File: src/rtl/router_pkt_pkg.sv
// Shared types and constants for the router packet transmitter.
// Header layout is {len, addr}; parity is the XOR of header and payload.
package router_pkt_pkg;

  localparam int ADDR_W = 2;
  localparam int LEN_W = 6;
  localparam logic [ADDR_W-1:0] ADDR_INVALID = 2'b11;
  localparam int MAX_LEN = 63;

  typedef enum logic [2:0] {
    IDLE,
    WAIT_DATA,
    HEADER,
    PAYLOAD,
    PARITY,
    GAP
  } state_t;

  function automatic logic [7:0] hdr_pack(
    input logic [LEN_W-1:0]  len,
    input logic [ADDR_W-1:0] addr
  );
    return {len, addr};
  endfunction

endpackage

File: src/rtl/router_pkt_txbuf.sv
// First-word-fall-through byte FIFO holding payload ahead of transmission.
// Pushes into a full FIFO and pops from an empty one are ignored.
module router_pkt_txbuf #(
  parameter int DEPTH = 64,
  localparam int AW = $clog2(DEPTH),
  localparam int CW = $clog2(DEPTH + 1)
) (
  input  logic          clock,
  input  logic          resetn,
  input  logic          push,
  input  logic [7:0]    wdata,
  input  logic          pop,
  output logic [CW-1:0] count,
  output logic          full,
  output logic          empty,
  output logic [7:0]    head
);

  logic [7:0]    mem [DEPTH];
  logic [AW-1:0] wptr;
  logic [AW-1:0] rptr;
  logic          do_push;
  logic          do_pop;

  function automatic logic [AW-1:0] nxt(
    input logic [AW-1:0] p
  );
    return (p == AW'(DEPTH - 1)) ? '0 : p + 1'b1;
  endfunction

  assign full    = (count == CW'(DEPTH));
  assign empty   = (count == '0);
  assign head    = mem[rptr];
  assign do_push = push && !full;
  assign do_pop  = pop && !empty;

  // storage array, no reset needed
  always_ff @(posedge clock) begin
    if (do_push) mem[wptr] <= wdata;
  end

  // pointers and occupancy
  always_ff @(posedge clock or negedge resetn) begin
    if (!resetn) begin
      wptr  <= '0;
      rptr  <= '0;
      count <= '0;
    end else begin
      if (do_push) wptr <= nxt(wptr);
      if (do_pop)  rptr <= nxt(rptr);
      unique case ({do_push, do_pop})
        2'b10:   count <= count + 1'b1;
        2'b01:   count <= count - 1'b1;
        default: count <= count;
      endcase
    end
  end

endmodule

File: src/rtl/router_pkt_tx.sv
// Packet transmitter: header, buffered payload, then XOR parity byte.
// The full packet is buffered before the header so valid never drops.
import router_pkt_pkg::*;

module router_pkt_tx #(
  parameter int GAP_CYCLES = 2,
  parameter int BUF_DEPTH  = 64
) (
  input  logic        clock,
  input  logic        resetn,
  input  logic        req_valid,
  output logic        req_ready,
  input  logic [1:0]  req_addr,
  input  logic [5:0]  req_len,
  input  logic        pay_valid,
  output logic        pay_ready,
  input  logic [7:0]  pay_data,
  input  logic        busy,
  input  logic        error,
  output logic [7:0]  tx_data,
  output logic        tx_pkt_valid,
  output logic        pkt_done,
  output logic [7:0]  drop_cnt,
  output logic [7:0]  err_cnt
);

  localparam int CW = $clog2(BUF_DEPTH + 1);
  localparam int GW = $clog2(GAP_CYCLES + 1);

  state_t            state;
  logic [ADDR_W-1:0] addr_q;
  logic [LEN_W-1:0]  len_q;
  logic [LEN_W-1:0]  byte_cnt;
  logic [GW-1:0]     gap_cnt;
  logic [7:0]        parity;
  logic              err_q;

  logic [CW-1:0]     buf_count;
  logic              buf_full;
  logic              buf_empty;
  logic [7:0]        buf_head;
  logic              pop;
  logic              data_ok;
  logic              last;
  logic              bad_req;

  assign req_ready = (state == IDLE);
  assign pay_ready = !buf_full;
  assign data_ok   = (buf_count >= CW'(len_q));
  assign last      = (byte_cnt == len_q - 1'b1);
  assign bad_req   = (req_addr == ADDR_INVALID) ||
                     (req_len == '0);

  // tx_data is registered, so each byte is popped as it is loaded
  assign pop = !busy && !buf_empty &&
               ((state == HEADER) ||
                (state == PAYLOAD && !last));

  router_pkt_txbuf #(
    .DEPTH (BUF_DEPTH)
  ) u_buf (
    .clock  (clock),
    .resetn (resetn),
    .push   (pay_valid),
    .wdata  (pay_data),
    .pop    (pop),
    .count  (buf_count),
    .full   (buf_full),
    .empty  (buf_empty),
    .head   (buf_head)
  );

  // packet sequencing with registered wire outputs
  always_ff @(posedge clock or negedge resetn) begin
    if (!resetn) begin
      state        <= IDLE;
      addr_q       <= '0;
      len_q        <= '0;
      byte_cnt     <= '0;
      gap_cnt      <= '0;
      parity       <= '0;
      tx_data      <= '0;
      tx_pkt_valid <= 1'b0;
      pkt_done     <= 1'b0;
      drop_cnt     <= '0;
    end else begin
      pkt_done <= 1'b0;
      unique case (state)
        IDLE: begin
          if (req_valid) begin
            if (bad_req) begin
              if (drop_cnt != 8'hFF)
                drop_cnt <= drop_cnt + 1'b1;
            end else begin
              addr_q <= req_addr;
              len_q  <= req_len;
              state  <= WAIT_DATA;
            end
          end
        end
        WAIT_DATA: begin
          if (data_ok) begin
            state        <= HEADER;
            tx_data      <= hdr_pack(len_q, addr_q);
            parity       <= hdr_pack(len_q, addr_q);
            tx_pkt_valid <= 1'b1;
          end
        end
        HEADER: begin
          if (!busy) begin
            state    <= PAYLOAD;
            tx_data  <= buf_head;
            byte_cnt <= '0;
          end
        end
        PAYLOAD: begin
          if (!busy) begin
            parity   <= parity ^ tx_data;
            byte_cnt <= byte_cnt + 1'b1;
            if (last) begin
              state        <= PARITY;
              tx_data      <= parity ^ tx_data;
              tx_pkt_valid <= 1'b0;
            end else begin
              tx_data <= buf_head;
            end
          end
        end
        PARITY: begin
          if (!busy) begin
            state    <= GAP;
            tx_data  <= '0;
            pkt_done <= 1'b1;
            gap_cnt  <= '0;
          end
        end
        GAP: begin
          if (gap_cnt == GW'(GAP_CYCLES - 1))
            state <= IDLE;
          else
            gap_cnt <= gap_cnt + 1'b1;
        end
        default: state <= IDLE;
      endcase
    end
  end

  // count rising edges of the router error flag
  always_ff @(posedge clock or negedge resetn) begin
    if (!resetn) begin
      err_q   <= 1'b0;
      err_cnt <= '0;
    end else begin
      err_q <= error;
      if (error && !err_q && err_cnt != 8'hFF)
        err_cnt <= err_cnt + 1'b1;
    end
  end

endmodule

File: config.mk
export PLATFORM = sky130hd
export DESIGN_NAME = router_pkt_tx
export DESIGN_NICKNAME = d
export VERILOG_FILES = /design/src/rtl/router_pkt_pkg.sv /design/src/rtl/router_pkt_txbuf.sv /design/src/rtl/router_pkt_tx.sv
export SDC_FILE = /design/constraint.sdc
export NUM_CORES = 1
export LEC_CHECK = 0
export ABC_AREA = 1
export CORE_MARGIN = 1
export CORE_UTILIZATION = 40
export DETAILED_ROUTE_END_ITERATION = 8
export SLEW_MARGIN = 20
export SYNTH_ARGS = -nofsm -noshare
export SYNTH_HDL_FRONTEND = slang
export SYNTH_SLANG_ARGS = --single-unit
File: constraint.sdc
create_clock -name clock -period 8.4 [get_ports clock]
set_input_delay 2.1 -clock clock [delete_from_list [all_inputs] [get_ports clock]]
set_output_delay 2.1 -clock clock [all_outputs]
set_load 0.01 [all_outputs]
==> flow_metrics.env, run 1 <==
export IMPL_drive_gt1_share_pct=5.27
export IMPL_outcome="complete, no violations"
export IMPL_final_cell_count_no_fill=3532
export IMPL_clock_sinks=585
export IMPL_clock_skew_ps=22.8
export IMPL_drv_slew=0
export IMPL_ant_nets=0
export IMPL_ys_ff_latch=585
export IMPL_port_buffers=49
export IMPL_dp_hpwl_um=39400
export IMPL_drc=0
export IMPL_ff2ff_path_depth=12
export IMPL_worstMarginPinSlew_ps=1100
export IMPL_syn_nets=2647
export IMPL_placed_cells=3415
export IMPL_arrival_ps=5190
export IMPL_period_needed_ps=4930
export IMPL_synth_top_area_share_pct=59.0
export IMPL_htreeDepth=2
export IMPL_yosys_warnings=0
export IMPL_crit_fanout=12
export IMPL_area_growth_pct=12.2
export IMPL_num_rows=93
export IMPL_power_mw=9.28
export IMPL_post_cts_buffers=0
export IMPL_hold_path_class="reg -> reg"
export IMPL_syn_area_sq_um=26100
export IMPL_worst_setup_path_end_kind="flip-flop"
export IMPL_ctsResizeCount=0
export IMPL_fp_dieW_um=257
export IMPL_place_ws_ps=2690
export IMPL_synth_flop_cell="edfxtp_1"
export IMPL_wirelength_um=66100
export IMPL_ir_worst_vdd_mv=0.173
export IMPL_startpoint="pay_valid"
export IMPL_grt_pass1_wl_um=102000
export IMPL_critPathMaxStageDelay_ps=1040
export IMPL_fin_ws_ps=3470
export IMPL_reg2reg_from="u_buf.rptr[1]"
export IMPL_cts_root_buf="clkbuf_16"
export IMPL_cts_buffers=61
export IMPL_setup_viol=0
export IMPL_synthCells=2605
export IMPL_vias=17900
export IMPL_start_kind="input port"
export IMPL_fmax_mhz=203
export IMPL_grt_pass1_vias=17800
export IMPL_leakagePower_nw=11.9
export IMPL_nets=2666
export IMPL_cts_tree="done"
export IMPL_grt_max_degree=198
export IMPL_avgSynthCellArea_sq_um=10.0
export IMPL_synthArstFlopShare_pct=12.5
export IMPL_finalCritPeriodShare_pct=58.7
export IMPL_finalSetupTns_ps=0
export IMPL_cts_buffer_depth=3
export IMPL_drtIter0Drc=1861
export IMPL_diodes=0
export IMPL_antenna_found_initial=1
export IMPL_start_util_pct=40.4
export IMPL_crit_required_ps=8660
export IMPL_cp_endpoint="u_buf.mem[52][1]"
export IMPL_chipHeight_um=257
export IMPL_synth_seq_area_share_pct=66.0
export IMPL_cpMostUsedCell="nor2_1"
export IMPL_core_area_sq_um=64500
export IMPL_viasPerCell=5.07
export IMPL_pin_count=50
export IMPL_dr_pass1_iters=6
export IMPL_cap_violations=0
export IMPL_synth_cell_type_count=41
export IMPL_gr_total_overflow=0
export IMPL_cp_slowest_cell="nand4_1"
export IMPL_wl_per_cell_um=18.7
export IMPL_yosys_area_top_type="edfxtp_1"
export IMPL_dieArea_sq_um=66200
export IMPL_final_core_util_pct=45.4
export IMPL_hold_viol_final=0
export IMPL_rr_endpoint="tx_data[0]"
export IMPL_synth_area_leaders="edfxtp_1 (59%), nand2_1 (11%), dfrtp_1 (7.0%)"
export IMPL_grt_usage_pct=20.2
export IMPL_synth_edff_count=512
export IMPL_rrSetupSlack_ps=4700
export IMPL_worstSetupPathType="in -> reg"
export IMPL_rsz0062_at_grt="false"
export IMPL_clk_latency_ps=640
export IMPL_n_fill_cell=6024
export IMPL_crit_path_cell_trace="clkdlybuf4s50_1 > inv_1 > nor2_1 > nand4_1 > nor2_1"
export IMPL_gp_congestion=0.882
export IMPL_clk_pin_slew_ps=60
export IMPL_cts_hold_buf=0
export IMPL_pwr_density_cell_nw_per_um2=317
export IMPL_max_slew_margin_pct=26.5
-- critical path: cells and delay by family --
family | cells | cell delay [ps]
buffers and inverters | 2 | 490
and+or+nand+nor | 3 | 2580
-- sequential cells by signal (all words and copies together) (netlist names), 7 cells and up --
register     cells
drop_cnt         8
err_cnt          8
parity           8
tx_data          8
u_buf.count      7
u_buf.mem      512
-- cell usage after synthesis (2+ instances only) --
cell        n
nand2_1   790
edfxtp_1  512
inv_1     316
nor2_1    271
nand3_1   270
o21ai_0    88
dfrtp_1    73
buf_2      48
xor2_1     29
a21oi_1    26
clkbuf_1   20
ha_1       19
o21ai_1    18
buf_1      16
buf_4      16
nand4_1    14
nor3_1     11
xnor2_1    11
buf_6       9
a31oi_1     8
or2_2       7
inv_2       5
and3_1      3
nand2_4     3
o21a_1      3
clkinv_1    2
nand3_2     2
nand3b_1    2
-- through the flow --
stage / hold slack (ps) / area [sq um]
3_5_place_dp: 492 / 27100
5_1_grt: 530 / 29200
6_report: 504 / 29200
3_3_place_gp: 488 / 27100
4_1_cts: 503 / 29200
2_1_floorplan: 475 / 26100
-- cells in the final DEF (no fill, tap or decap), drive strengths merged, types with 29 or more instances in the layout --
master and count:
clkbuf 71, clkdlybuf4s50 40, clkinv 32, dfrtp 73, edfxtp 512, inv 322, nand2 794, nand3 272
nor2 271, o21ai 107, xor2 29
-- logic make-up after synthesis --
family / synth area share (%)
AND/OR/NAND/NOR: 21.6
flip-flops: 66.0
buffers and inverters: 6.99
AO/OA/AOI/OAI: 3.00
XOR/XNOR: 1.34
adder cells (fa/ha/maj): 0.989
multiplexers: 0.0432
-- final cells by class --
| type | instances | area, sq um | area share, % |
|---|---|---|---|
| timing repair buffer | 66 | 608 | 2.08 |
| multi-input combinational | 1587 | 7050 | 24.1 |
| sequential | 585 | 17200 | 58.9 |
| clock buffer | 71 | 1590 | 5.42 |
| tap | 855 | 1070 | 3.66 |
| inverter | 323 | 1220 | 4.17 |
| clock inverter | 45 | 498 | 1.70 |
-- report_power, final --
group / leakage, nW / internal (mW) / total, mW / switching [mW]
registers: 5.50 / 3.39 / 3.66 / 0.271
clock network: 1.01 / 1.66 / 2.79 / 1.13
logic: 5.43 / 0.876 / 2.83 / 1.96
total: 11.9 / 5.92 / 9.28 / 3.36
-- worst min path at each step --
stage,startpoint,to,cells after the start
after floorplan,state[1],state[1],2
after global placement,drop_cnt[4],drop_cnt[4],1
after detailed placement,drop_cnt[5],drop_cnt[5],1
after CTS,err_cnt[7],err_cnt[7],1
after global routing,drop_cnt[5],drop_cnt[5],1
final,err_cnt[7],err_cnt[7],1
-- routing by layer --
| metal | up-vias | track usage (%) | routed length [um] |
|---|---|---|---|
| met1 | 8623 | 27.5 | 29000 |
| met5 | - | 0 | 0 |
| met2 | 609 | 32.6 | 30600 |
| li1 | 8541 | - | - |
| met3 | 123 | 3.46 | 4540 |
| met4 | 0 | 7.09 | 2060 |
Power figures use the tool's default switching activity.
==> run 2: changes to the inputs <==
==> constraint.sdc (replaced) <==
create_clock -name clock -period 5.2 [get_ports clock]
set_input_delay 1.3 -clock clock [delete_from_list [all_inputs] [get_ports clock]]
set_output_delay 1.3 -clock clock [all_outputs]
set_load 0.01 [all_outputs]
==> flow_metrics.env, run 2 (same netlist as run 1, synthesis figures left out) <==
export IMPL_hold_path_end="err_cnt[7]"
export IMPL_cts_buffer_depth=3
export IMPL_rr_endpoint="u_buf.count[6]"
export IMPL_start_util_pct=40.4
export IMPL_hold_path_class="reg -> reg"
export IMPL_rrSetupSlack_ps=1520
export IMPL_chipHeight_um=257
export IMPL_cts_buffers=66
export IMPL_fmax_mhz=272
export IMPL_critPathTopFamily="simple AND/OR/NAND/NOR gates"
export IMPL_cpMostUsedCell="nand2_1"
export IMPL_layout_common_cells="nand2_1 (790), edfxtp_1 (512), inv_1 (314)"
export IMPL_finalCritPeriodShare_pct=70.8
export IMPL_drive_gt1_share_pct=7.28
export IMPL_clk_pin_slew_ps=60
export IMPL_grt_pass1_wl_um=103000
export IMPL_htreeDepth=3
export IMPL_cts_tree="done"
export IMPL_crit_path_cell_trace="inv_1 > ha_1 > xor2_1 > nand2_1 > nand2_1 > nand3_1 > nor2_1 > nand2_2 > nand2_4 > nand2_4 > nand2_4 > inv_2 > ha_1 > fa_1 > nand3_1 > nand2_1 > nand2_1 > nand2_1 > a21oi_1 > o21ai_0 > a21oi_1 > xor2_1"
export IMPL_outcome="complete, no violations"
export IMPL_viasPerCell=5.02
export IMPL_regArea_sq_um=17200
export IMPL_placed_area_sq_um=27500
export IMPL_wl_per_cell_um=18.3
export IMPL_pin_count=50
export IMPL_cap_violations=0
export IMPL_ff2ff_path_depth=22
export IMPL_n_fill_cell=6040
export IMPL_antenna_found_initial=0
export IMPL_dp_hpwl_um=40700
export IMPL_cts_hold_buf=0
export IMPL_ir_worst_vdd_mv=0.311
export IMPL_rsz0062_at_grt="false"
export IMPL_drtIter0Drc=1527
export IMPL_pwr_density_cell_nw_per_um2=509
export IMPL_grt_max_degree=143
export IMPL_port_buffers=49
export IMPL_area_growth_pct=13.7
export IMPL_worstMarginPinSlew_ps=1090
export IMPL_arrival_ps=4190
export IMPL_worstSetupPathType="reg -> reg"
export IMPL_cts_root_buf="clkbuf_16"
export IMPL_ant_nets=0
export IMPL_cp_slowest_cell="dfrtp_1"
export IMPL_fin_area_sq_um=29600
export IMPL_core_area_sq_um=64500
export IMPL_min_delay_start="err_cnt[7]"
export IMPL_dieArea_sq_um=66200
export IMPL_post_cts_buffers=0
export IMPL_min_path_cells=1
export IMPL_final_common_cell="nand2_1"
export IMPL_setup_viol=0
export IMPL_drc=0
export IMPL_grt_pass1_vias=17800
export IMPL_dr_pass1_iters=6
export IMPL_start_kind="flip-flop"
export IMPL_clock_skew_ps=24.0
export IMPL_gp_congestion=0.872
export IMPL_drv_slew=0
export IMPL_gr_total_overflow=0
export IMPL_nets=2725
export IMPL_leakagePower_nw=12.2
export IMPL_hold_viol_final=0
export IMPL_worst_setup_path_end_kind="flip-flop"
export IMPL_wirelength_um=65700
export IMPL_reg2reg_from="len_q[0]"
export IMPL_multiInputGateArea_sq_um=7050
export IMPL_diodes=0
export IMPL_period_needed_ps=3680
export IMPL_fp_dieW_um=257
export IMPL_finalSetupTns_ps=0
export IMPL_max_slew_margin_pct=27.1
export IMPL_grt_usage_pct=20.2
export IMPL_crit_required_ps=5710
export IMPL_largest_reg_flops=512
export IMPL_crit_fanout=10
export IMPL_clock_sinks=585
export IMPL_critPathMaxStageDelay_ps=430
export IMPL_cp_buffers_inverters=2
export IMPL_ctsResizeCount=0
export IMPL_regMostFlops="u_buf.mem"
export IMPL_num_rows=93
export IMPL_clk_latency_ps=600
export IMPL_vias=18000
## run 2: cell types whose count changed in the layout (fill, tap and decap cells not counted), sizes merged
cell / change
buf: +54
clkinv: -3
clkbuf: +13
clkinvlp: -3
bufinv: -5
## run 2: area by class of cell
class | instances | share of cell area (%)
clock buffers | 84 | 6.05
flip-flops and latches | 585 | 58.1
multi-input cells | 1587 | 23.8
repair buffers | 120 | 3.35
clock inverters | 34 | 1.00
inverters | 323 | 4.13
well taps | 855 | 3.61
## run 2: metrics by stage
stage	cells	hold slack, ps	util [%]	worst slack, ps	power, mW
3_5_place_dp	3469	504	42.7	1070	10.6
2_1_floorplan	2605	475	-	1870	9.18
3_3_place_gp	3469	489	42.7	926	10.6
4_1_cts	3587	518	45.9	1510	15.2
5_1_grt	3588	531	46.0	1170	16.0
6_report	3588	507	46.0	1520	15.1
## run 2: power breakdown
group	switching (mW)	internal [mW]	leakage, nW
clock	1.83	2.69	1.03
combinational	3.16	1.46	5.70
sequential	0.470	5.47	5.50
## run 2: routing by layer
metal	vias up	share of wire (%)	GRT usage [%]
met2	558	46	31.8
met4	0	3.4	8.32
li1	8662	-	-
met1	8677	43	27.2
met5	-	0	0
met3	127	7.1	4.04
## run 2: worst max-delay path by stage
stage | to | startpoint | cells past startpoint | slack, ps
6_report | u_buf.count[6] | len_q[0] | 22 | 1520
5_1_grt | u_buf.count[6] | len_q[1] | 22 | 1170
4_1_cts | u_buf.count[6] | len_q[0] | 22 | 1510
3_5_place_dp | u_buf.count[6] | busy | 14 | 1070
3_3_place_gp | u_buf.count[6] | busy | 14 | 930
2_1_floorplan | u_buf.count[6] | busy | 14 | 1870
==> run 3: changes to the inputs <==
==> constraint.sdc (replaced) <==
create_clock -name clock -period 3.72 [get_ports clock]
set_input_delay 0.93 -clock clock [delete_from_list [all_inputs] [get_ports clock]]
set_output_delay 0.93 -clock clock [all_outputs]
set_load 0.01 [all_outputs]
==> flow_metrics.env, run 3 (same netlist as run 1, synthesis figures left out) <==
export IMPL_dieArea_sq_um=66200
export IMPL_setup_viol=0
export IMPL_pin_count=50
export IMPL_outcome="complete, no violations"
export IMPL_rsz0062_at_grt="false"
export IMPL_fp_dieW_um=257
export IMPL_chipHeight_um=257
export IMPL_final_cell_count_no_fill=3589
export IMPL_max_slew_margin_pct=34.0
export IMPL_arrival_ps=3850
export IMPL_htreeDepth=2
export IMPL_pwr_density_cell_nw_per_um2=715
export IMPL_antenna_found_initial=0
export IMPL_area_growth_pct=14.3
export IMPL_dp_hpwl_um=40400
export IMPL_regArea_sq_um=17200
export IMPL_critPathTopFamily="adder cells"
export IMPL_fin_area_sq_um=29800
export IMPL_grt_pass1_vias=17300
export IMPL_nets=2724
export IMPL_clk_pin_slew_ps=60
export IMPL_crit_fanout=10
export IMPL_clock_skew_ps=27.2
export IMPL_cap_violations=0
export IMPL_crit_required_ps=4250
export IMPL_dr_pass1_iters=6
export IMPL_cts_buffers=61
export IMPL_gp_congestion=0.929
export IMPL_grt_max_degree=138
export IMPL_placed_area_sq_um=27600
export IMPL_leakagePower_nw=12.3
export IMPL_cts_tree="done"
export IMPL_hold_viol_final=0
export IMPL_grt_usage_pct=19.4
export IMPL_diodes=0
export IMPL_num_rows=93
export IMPL_drive_gt1_share_pct=7.57
export IMPL_worstSetupPathType="reg -> reg"
export IMPL_place_ws_ps=191
export IMPL_fin_ws_ps=405
export IMPL_final_common_cell="nand2_1"
export IMPL_layout_common_cells="nand2_1 (790), edfxtp_1 (512), inv_1 (315)"
export IMPL_crit_path_cell_trace="inv_1 > ha_2 > xnor2_1 > a21oi_1 > nand2_1 > nor2_1 > nand2_2 > nand2_4 > nand2_4 > nand2_4 > inv_2 > ha_2 > fa_1 > nand3_1 > nand2_1 > nand2_1 > nand2_1 > a21oi_2 > o21ai_0 > a21oi_1 > xor2_1"
export IMPL_cts_hold_buf=0
export IMPL_critPathMaxStageDelay_ps=410
export IMPL_wirelength_um=64100
export IMPL_regMostFlops="u_buf.mem"
export IMPL_port_buffers=49
export IMPL_drv_slew=0
export IMPL_drtIter0Drc=1547
export IMPL_finalSetupTns_ps=0
export IMPL_gr_total_overflow=0
export IMPL_multiInputGateArea_sq_um=7050
export IMPL_vias=17800
export IMPL_cp_buffers_inverters=2
export IMPL_worstMarginPinSlew_ps=990
export IMPL_ant_nets=0
export IMPL_period_needed_ps=3320
export IMPL_cts_buffer_depth=3
export IMPL_fmax_mhz=302
export IMPL_largest_reg_flops=512
export IMPL_start_util_pct=40.4
export IMPL_cpMostUsedCell="nand2_1"
export IMPL_clk_latency_ps=630
export IMPL_n_fill_cell=5988
export IMPL_finalCritPeriodShare_pct=89.1
export IMPL_grt_pass1_wl_um=99500
export IMPL_worst_setup_path_end_kind="flip-flop"
export IMPL_ir_worst_vdd_mv=0.763
export IMPL_viasPerCell=4.95
export IMPL_cp_slowest_cell="dfrtp_1"
export IMPL_core_area_sq_um=64500
export IMPL_clock_sinks=585
export IMPL_start_kind="flip-flop"
export IMPL_cts_root_buf="clkbuf_16"
export IMPL_wl_per_cell_um=17.8
export IMPL_placed_cells=3472
export IMPL_hold_path_class="in -> async"
export IMPL_final_core_util_pct=46.2
export IMPL_drc=0
-- run 3: final timing paths --
check	end	from	depth (start not counted)	slack, ps
setup reg to reg	u_buf.count[6]	len_q[0]	21	400
setup / recovery	u_buf.count[6]	len_q[0]	21	400
max in group asynchronous	u_buf.rptr[1]	resetn	1	2490
hold / removal	drop_cnt[5]	resetn	1	480
hold reg to reg	err_cnt[7]	err_cnt[7]	1	500
min in group clock	err_cnt[7]	err_cnt[7]	1	500
-- run 3: final cells by class --
class | instances | area share, %
flip-flops and latches | 585 | 57.8
multi-input cells | 1587 | 23.7
clock buffers | 71 | 5.39
inverters | 323 | 4.09
repair buffers | 124 | 3.64
well taps | 855 | 3.59
clock inverters | 44 | 1.87
-- run 3: per-stage QoR --
step | power, mW | hold WS, ps
3_3_place_gp | 14.8 | 486
3_5_place_dp | 14.9 | 486
2_1_floorplan | 12.8 | 475
6_report | 21.3 | 477
4_1_cts | 21.4 | 494
5_1_grt | 22.6 | 528
-- run 3: layer usage --
layer	up-vias	share of wire (%)	GRT usage (%)
met5	-	0	0
met4	0	2.9	6.42
met3	111	5.9	2.43
met2	513	47	31.8
met1	8489	44	26.8
li1	8648	-	-
-- run 3: what timing repair did --
item | in CTS | in global routing
setup endpoints to repair | 0 | 2
gates resized for setup | 0 | 4
buffers inserted | 0 | 2
-- run 3: where the power goes --
| group | switching (mW) | leakage [nW] | internal (mW) |
|---|---|---|---|
| Combinational | 4.49 | 5.73 | 2.15 |
| Clock | 2.54 | 1.05 | 3.98 |
| Sequential | 0.467 | 5.50 | 7.65 |
| Total | 7.51 | 12.3 | 13.8 |
